==> src/rtl/fp_norm_pipe.sv <==
// rtl/fp_norm_pipe.sv - three-stage floating-point normaliser: LZD, shift/round, exception/pack
module fp_norm_pipe #(
    parameter int EXPONENT = 8,
    parameter int MANTISSA = 23
) (
    input  logic                         clk,
    input  logic                         rst_n,
    input  logic                         in_valid,
    output logic                         in_ready,
    input  logic                         in_sign,
    input  logic [MANTISSA+4:0]          in_mant,
    input  logic [EXPONENT-1:0]          in_exp,
    input  logic [1:0]                   in_rnd_mode,
    output logic                         out_valid,
    input  logic                         out_ready,
    output logic [EXPONENT+MANTISSA:0]   sum_o,
    output logic [2:0]                   out_flags
);
    localparam int W   = MANTISSA + 5;
    localparam int NZW = $clog2(W);
    localparam int EW  = EXPONENT + 2;

    logic en1, en2, en3;
    logic v1, v2, v3;

    assign en3       = !v3 | out_ready;
    assign en2       = !v2 | en3;
    assign en1       = !v1 | en2;
    assign in_ready  = en1;
    assign out_valid = v3;

    // Stage 1: leading-zero detection
    logic [NZW-1:0] nz_c;
    logic           found;

    always_comb begin
        nz_c  = '0;
        found = 1'b0;
        for (int i = W - 1; i >= 0; i--) begin
            if (!found && in_mant[i]) begin
                nz_c  = NZW'(W - 1 - i);
                found = 1'b1;
            end
        end
    end

    logic                s1_sign, s1_zero;
    logic [W-1:0]        s1_mant;
    logic [EXPONENT-1:0] s1_exp;
    logic [NZW-1:0]      s1_nz;
    logic [1:0]          s1_mode;

    always_ff @(posedge clk or negedge rst_n) begin
        if (!rst_n) begin
            v1      <= 1'b0;
            s1_sign <= 1'b0;
            s1_zero <= 1'b0;
            s1_mant <= '0;
            s1_exp  <= '0;
            s1_nz   <= '0;
            s1_mode <= '0;
        end else if (en1) begin
            v1      <= in_valid;
            s1_sign <= in_sign;
            s1_zero <= (in_mant == '0);
            s1_mant <= in_mant;
            s1_exp  <= in_exp;
            s1_nz   <= nz_c;
            s1_mode <= in_rnd_mode;
        end
    end

    // Stage 2: normalise, the leading one (bit W-1) is implicit so it is dropped here
    logic [W-2:0]        n_c;
    logic [MANTISSA-1:0] frac_c;
    logic                g_c, st_c, l_c, inc_c;
    logic [MANTISSA:0]   frac_r_c;
    logic [EW-1:0]       e_c;

    always_comb begin
        n_c    = (W-1)'(s1_mant << s1_nz);
        frac_c = n_c[W-2:4];
        g_c    = n_c[3];
        st_c   = |n_c[2:0];
        l_c    = n_c[4];
        case (s1_mode)
            2'd0:    inc_c = g_c;
            2'd1:    inc_c = g_c & (st_c | l_c);
            default: inc_c = 1'b0;
        endcase
        frac_r_c = {1'b0, frac_c} + {{MANTISSA{1'b0}}, inc_c};
        e_c      = {2'b00, s1_exp} + EW'(2) - EW'(s1_nz) + EW'(frac_r_c[MANTISSA]);
    end

    logic                s2_sign, s2_zero;
    logic [EW-1:0]       s2_e;
    logic [MANTISSA-1:0] s2_frac;

    always_ff @(posedge clk or negedge rst_n) begin
        if (!rst_n) begin
            v2      <= 1'b0;
            s2_sign <= 1'b0;
            s2_zero <= 1'b0;
            s2_e    <= '0;
            s2_frac <= '0;
        end else if (en2) begin
            v2      <= v1;
            s2_sign <= s1_sign;
            s2_zero <= s1_zero;
            s2_e    <= e_c;
            s2_frac <= frac_r_c[MANTISSA-1:0];
        end
    end

    // Stage 3: exceptions in priority order zero > overflow > underflow
    logic                        ovf_c, unf_c;
    logic [EXPONENT+MANTISSA:0]  sum_c;
    logic [2:0]                  flags_c;

    always_comb begin
        ovf_c   = $signed(s2_e) >= $signed({2'b00, {EXPONENT{1'b1}}});
        unf_c   = s2_e[EW-1] || (s2_e == '0);
        sum_c   = {s2_sign, {EXPONENT{1'b0}}, {MANTISSA{1'b0}}};
        flags_c = 3'b000;
        if (s2_zero) begin
            flags_c = 3'b001;
        end else if (ovf_c) begin
            sum_c   = {s2_sign, {EXPONENT{1'b1}}, {MANTISSA{1'b0}}};
            flags_c = 3'b100;
        end else if (unf_c) begin
            flags_c = 3'b010;
        end else begin
            sum_c = {s2_sign, s2_e[EXPONENT-1:0], s2_frac};
        end
    end

    // Output registers only take real results so they stay meaningful while idle
    always_ff @(posedge clk or negedge rst_n) begin
        if (!rst_n) begin
            v3        <= 1'b0;
            sum_o     <= '0;
            out_flags <= '0;
        end else if (en3) begin
            v3 <= v2;
            if (v2) begin
                sum_o     <= sum_c;
                out_flags <= flags_c;
            end
        end
    end
endmodule

==> config.mk <==
export PLATFORM = sky130hd
export DESIGN_NAME = fp_norm_pipe
export DESIGN_NICKNAME = d
export VERILOG_FILES = /design/src/rtl/fp_norm_pipe.sv
export SDC_FILE = /design/constraint.sdc
export NUM_CORES = 1
export LEC_CHECK = 0
export BUFFER_PORTS_ARGS = -buffer_cell sky130_fd_sc_hd__buf_2
export CAP_MARGIN = 30
export CORE_UTILIZATION = 54
export CTS_BUF_LIST = sky130_fd_sc_hd__clkbuf_16
export DETAILED_ROUTE_END_ITERATION = 6
export HOLD_SLACK_MARGIN = 0.03
export PLACE_DENSITY = 0.77
export SLEW_MARGIN = 0
export SYNTH_ARGS = -nofsm -noshare
export SYNTH_HDL_FRONTEND = slang
export SYNTH_SLANG_ARGS = --single-unit
export TNS_END_PERCENT = 5
==> constraint.sdc <==
create_clock -name clk -period 4.61 [get_ports clk]
set_clock_uncertainty 0.1 [all_clocks]
set_input_delay 1.383 -clock clk [delete_from_list [all_inputs] [get_ports clk]]
set_output_delay 1.383 -clock clk [all_outputs]
set_load 0.02 [all_outputs]
Word level (Yosys, flattened, before mapping)
Index checks and enable logic that the tools add are counted.
{ "word_totals": {"regBits": 118, "inputBits": 43, "output_inout_bits": 37, "wordCells": 151} }
{ "classes": {"addsub": 4, "order_cmp": 1, "eq_ne": 1, "shift": 1, "n_mux": 61, "bitwise_logic": 5, "reduce_logical": 63} }
{ "ops": {"columns": ["operator", "n"], "rows": [
  ["5-bit 2-to-1 mux", 24],
  ["31-bit 2-to-1 mux", 3],
  ["1-bit zero test", 30],
  ["28-bit zero test", 1],
  ["1-bit 2-to-1 mux", 28],
  ["28-bit by 5-bit left shift with 27-bit output", 1],
  ["1-bit logical AND", 27],
  ["23-bit by 1-bit adder with 24-bit output", 1],
  ["10-bit by 1-bit adder with 10-bit output", 1],
  ["10-bit by 9-bit greater-or-equal comparator with 1-bit output, second input constant", 1],
  ["10-bit zero test", 1],
  ["9-bit by 5-bit subtractor with 10-bit output", 1],
  ["8-bit by 2-bit adder with 9-bit output, second input constant", 1],
  ["2-bit 2-to-1 mux", 3],
  ["3-bit 2-to-1 mux", 2],
  ["1-bit bitwise OR", 4],
  ["3-bit OR reduction", 1],
  ["2-bit by 1-bit == test with 1-bit output, second input constant", 1],
  ["2-bit zero test", 1],
  ["1-bit one-hot mux with 2 select lines", 1],
  ["2-bit AND reduction", 1],
  ["1-bit AND", 1],
  ["1-bit logical OR", 1]
]} }

Longest topological paths before layout
{ "logic_depth": {"ltp_word": 82, "mapped_depth": 26} }

Least setup slack after synthesis
OpenSTA, ideal clock, no wires.
{ "synth_path": {"path_type": "reg2reg", "start": "register s1_nz[0]", "end": "register s2_e[8]", "setup_ps": 82, "arrival_time_ps": 4833, "slack_ps": -405, "stages_incl_launch_ff": 27, "synth_period_minus_slack_ps": 5015, "cell_sequence": "dfrtp_1 -> buf_6 -> buf_12 -> buf_12 -> buf_12 -> mux2i_1 -> o211ai_2 -> nand2_1 -> a41oi_1 -> ha_1 -> nand2_1 -> a211oi_2 -> nand4_4 -> nor4b_4 -> nand3b_1 -> ha_1 -> inv_1 -> ha_1 -> fa_1 -> a21o_1 -> a21oi_1 -> o21bai_1 -> a21o_1 -> a21oi_1 -> nor2_1 -> or3_1 -> a31oi_1"} }
{ "synth_via": {"elab_chain_len": 7, "elab_cells_between_ends": 8, "classes_between": "add/sub: 3; shift: 1; mux: 1; bitwise: 2; reduce/logical: 1"} }
{ "synth_lines": {"columns": ["item", "line_no", "source"], "rows": [
  ["start: declaration", "50", "logic [NZW-1:0] s1_nz;"],
  ["start signal: assignment", "68", "s1_nz <= nz_c;"],
  ["28-bit by 5-bit left shift with 27-bit output", "81", "n_c = (W-1)'(s1_mant << s1_nz);"],
  ["3-bit OR reduction", "84", "st_c = |n_c[2:0];"],
  ["1-bit bitwise OR", "88", "2'd1: inc_c = g_c & (st_c | l_c);"],
  ["1-bit AND", "88", null],
  ["1-bit one-hot mux with 2 select lines", "86", "case (s1_mode)"],
  ["23-bit by 1-bit adder with 24-bit output", "91", "frac_r_c = {1'b0, frac_c} + {{MANTISSA{1'b0}}, inc_c};"],
  ["10-bit by 1-bit adder with 10-bit output (*)", "92", "e_c = {2'b00, s1_exp} + EW'(2) - EW'(s1_nz) + EW'(frac_r_c[MANTISSA]);"],
  ["end signal: assignment", "104", "s2_e <= '0;"],
  ["end signal: assignment", "110", "s2_e <= e_c;"],
  ["end: declaration", "96", "logic [EW-1:0] s2_e;"]
]} }
Mark *: on every way between the ends. The rest lies on a longest branch, timed or not.
A chain may end at the register's enable or synchronous reset.

Final worst setup path
Same ends and word-level chain as after synthesis.

==> impl_metrics.ini <==
[flow_run]
cap_violations = 0

[routing]
dr.first_iter.drc_count = 388
antenna_left = 0
viasPerCell = 6.00
vias = 5997
wl_per_cell_um = 19.7
dr.pass1.iters = 4
wl_um = 19600
drc = 0

[worst_setup_path]
startpoint_type = flop
end_kind = flop
r2r_start = s1_nz[0]
r2r-end = s2_e[8]
cpPeakStageDelay_ns = 0.47
worst-r2r-cell-count = 23
crit_chain = mux2_2 -> mux2_2 -> and2_1 -> nand2_1 -> a41oi_2 -> ha_2 -> nand2_2 -> a211oi_4 -> nand4_4 -> nor4b_4 -> nand3b_1 -> ha_1 -> inv_1 -> ha_2 -> fa_2 -> a21o_1 -> a21oi_2 -> o21bai_1 -> a21o_1 -> a21oi_1 -> nor2_1 -> or3_1 -> a31oi_1
path_class = reg -> reg
critPathArrivalTime_ns = 4.97
required_ns = 4.85
critPathBufInv = 1
cp_max_fo = 6
crit_path_top_delay_cell = dfrtp_2
r2r_setup_slack_ns = -0.13
cp_top_family = simple AND/OR/NAND/NOR gates

[timing]
rsz0062_at_grt = yes
tightest_slew_ns = 0.811
slew_headroom = 0.460
fmax_mhz = 211
finalSetupTns_ns = -0.126
setup_ws_ns = -0.126
final-max-slew-violation-count = 0
hold_slack_ns = 0.377
post-route-period-util = 1.03
hold_viol = 0
period_needed_ns = 4.74
setup_violations = 1

[global_route]
grt_use_total = 0.296
grt_pass1_vias = 6034
gr-total-overflow = 0
antenna_found_initial = 0
grt_pass1_wl_um = 32200
grt_max_degree = 62

[die]
die_w_um = 119
die-area_um2 = 14200
io_pins = 80
start_util = 0.556
core_um2 = 13300
die-height_um = 119
num_rows = 42

[place]
post-dp-hpwl_um = 14500
place_area_um2 = 8250
port_buffers = 79
place_ws_ns = -0.144
globalplace.congestion = 0.949
placedCellCount = 965

[outcome]
violations = setup timing
status = finished with violations

[hold_path]
min_path_cells = 2
hp-class = reg -> reg
hold_path_end = s2_sign
worstHoldStart = s2_sign

[yosys]
synth_enable_flop_cells = 0
synth_ff_type = dfrtp_1
synth_top_cells_by_area = dfrtp_1, mux4_2, mux2_2
async_flop_share = 1.00
ys_ff_latch = 117
yosys.area.top_type_share = 0.396
syn_inst = 698
yosys.area.top_type = dfrtp_1
ys_seq_area_frac = 0.396
syn_area_per_cell_um2 = 10.6
syn-num-nets = 758
syn_area_um2 = 7400
synth_cell_type_count = 72
yosys_warnings = 0

[clocking]
worstSkewPairLatency_ns = 0.42
clkSinkCount = 117
clock_path_buffers = 2
cts_max_level = 4
root_buffer = clkbuf_16
numCtsBuffers = 17
tritoncts = done
clk_pin_slew_ns = 0.06

[pwr]
max-vdd-ir-drop_mv = 0.238
static-leakage-power_nw = 3.92
p_per_area_nw_per_um2 = 478
p_total_mw = 4.25

[finish]
drive_above_1_share = 0.313
antennaDiodeCount = 0
final_cells = 999
final_area_um2 = 8880
nets = 870
fin_util = 0.668
fillers = 1003
area_delta_synth_final_pct = 20.0
-- Yosys cell counts (19+ instances only) --
library cell / count
a21oi_1: 33
a22o_1: 29
dfrtp_1: 117
inv_1: 23
mux2_2: 43
mux4_2: 22
nand2_1: 74
nor2_1: 66
o21ai_0: 25
xnor2_1: 19
-- cells in the final DEF (no fill, tap or decap), types with 13 or more instances in the layout --
| cell type | count |
|---|---|
| dfrtp_1 | 116 |
| buf_2 | 79 |
| nand2_1 | 72 |
| nor2_1 | 66 |
| buf_4 | 47 |
| mux2_2 | 43 |
| a21oi_1 | 30 |
| a22o_1 | 29 |
| inv_1 | 26 |
| o21ai_0 | 24 |
| mux4_2 | 22 |
| xnor2_1 | 19 |
| nand3_1 | 17 |
| clkbuf_16 | 17 |
| mux2i_1 | 16 |
| ha_1 | 14 |
| nor3_1 | 13 |
-- report_power, final --
| group | internal [mW] | switching [mW] |
|---|---|---|
| sequential | 1.28 | 0.197 |
| combinational | 0.656 | 0.793 |
| clock | 0.842 | 0.480 |
-- flip-flops by register name, indices dropped and copies added (netlist names) --
| signal | cells |
|---|---|
| s1_mant | 27 |
| s1_nz | 5 |
| out_valid | 1 |
| s1_sign | 1 |
| sum_o | 32 |
| s2_frac | 23 |
| v1 | 1 |
| s1_mode | 2 |
| v2 | 1 |
| s2_zero | 1 |
| s1_exp | 8 |
| s1_zero | 1 |
| s2_sign | 1 |
| s2_e | 10 |
| out_flags | 3 |
-- cell families after synthesis --
logic type / after synthesis / share of synthesized area
AOI/OAI and AO/OA: 153 / 0.152
xor gates and xnor gates: 26 / 0.0308
adders and majority gates: 17 / 0.0298
buffers and inverters: 64 / 0.0474
DFF: 117 / 0.396
muxes: 97 / 0.193
and+or+nand+nor: 224 / 0.151
-- worst register-to-register path, cell delays in order, from the launching register on --
cell and delay (ns):
dfrtp_2 0.47, mux2_2 0.27, mux2_2 0.15, and2_1 0.16
nand2_1 0.08, a41oi_2 0.19, ha_2 0.23, nand2_2 0.08
a211oi_4 0.22, nand4_4 0.14, nor4b_4 0.26, nand3b_1 0.14
ha_1 0.32, inv_1 0.05, ha_2 0.18, fa_2 0.37
a21o_1 0.17, a21oi_2 0.13, o21bai_1 0.07, a21o_1 0.17
a21oi_1 0.12, nor2_1 0.07, or3_1 0.33, a31oi_1 0.18
-- final cells by class --
cell class                 instances  area [um^2]  share of cell area
clock buffer                      17          425              0.0479
timing repair buffer             132          868              0.0978
sequential                       117         2930               0.330
clock inverter                    15          165              0.0186
multi-input combinational        517         4170               0.469
tap                              176          220              0.0248
inverter                          25          101              0.0114
-- routing by layer --
metal / GRT usage / up-vias / part of all wire
met2: 0.495 / 213 / 0.49
li1: - / 2811 / -
met5: 0 / - / 0
met1: 0.378 / 2935 / 0.43
met3: 0.0532 / 38 / 0.050
met4: 0.122 / 0 / 0.027
-- worst max-delay path by stage --
stage                     depth (start not counted)  endpoint      from
after floorplan                                  26   s2_e[8]  s1_nz[0]
after global placement                           23   s2_e[8]  s1_nz[0]
after detailed placement                         23   s2_e[8]  s1_nz[0]
after CTS                                        23   s2_e[8]  s1_nz[0]
after global routing                             23   s2_e[8]  s1_nz[0]
final                                            23   s2_e[8]  s1_nz[0]
-- repair_timing --
action | in CTS | in global routing
hold buffers | 0 | 0
pin swaps | 4 | 0
endpoints found under the setup margin | 1 | 4
hold endpoints to repair | 0 | 0
gates resized for setup | 3 | 4
buffers inserted | 2 | 0
Power figures use the tool's default switching activity.
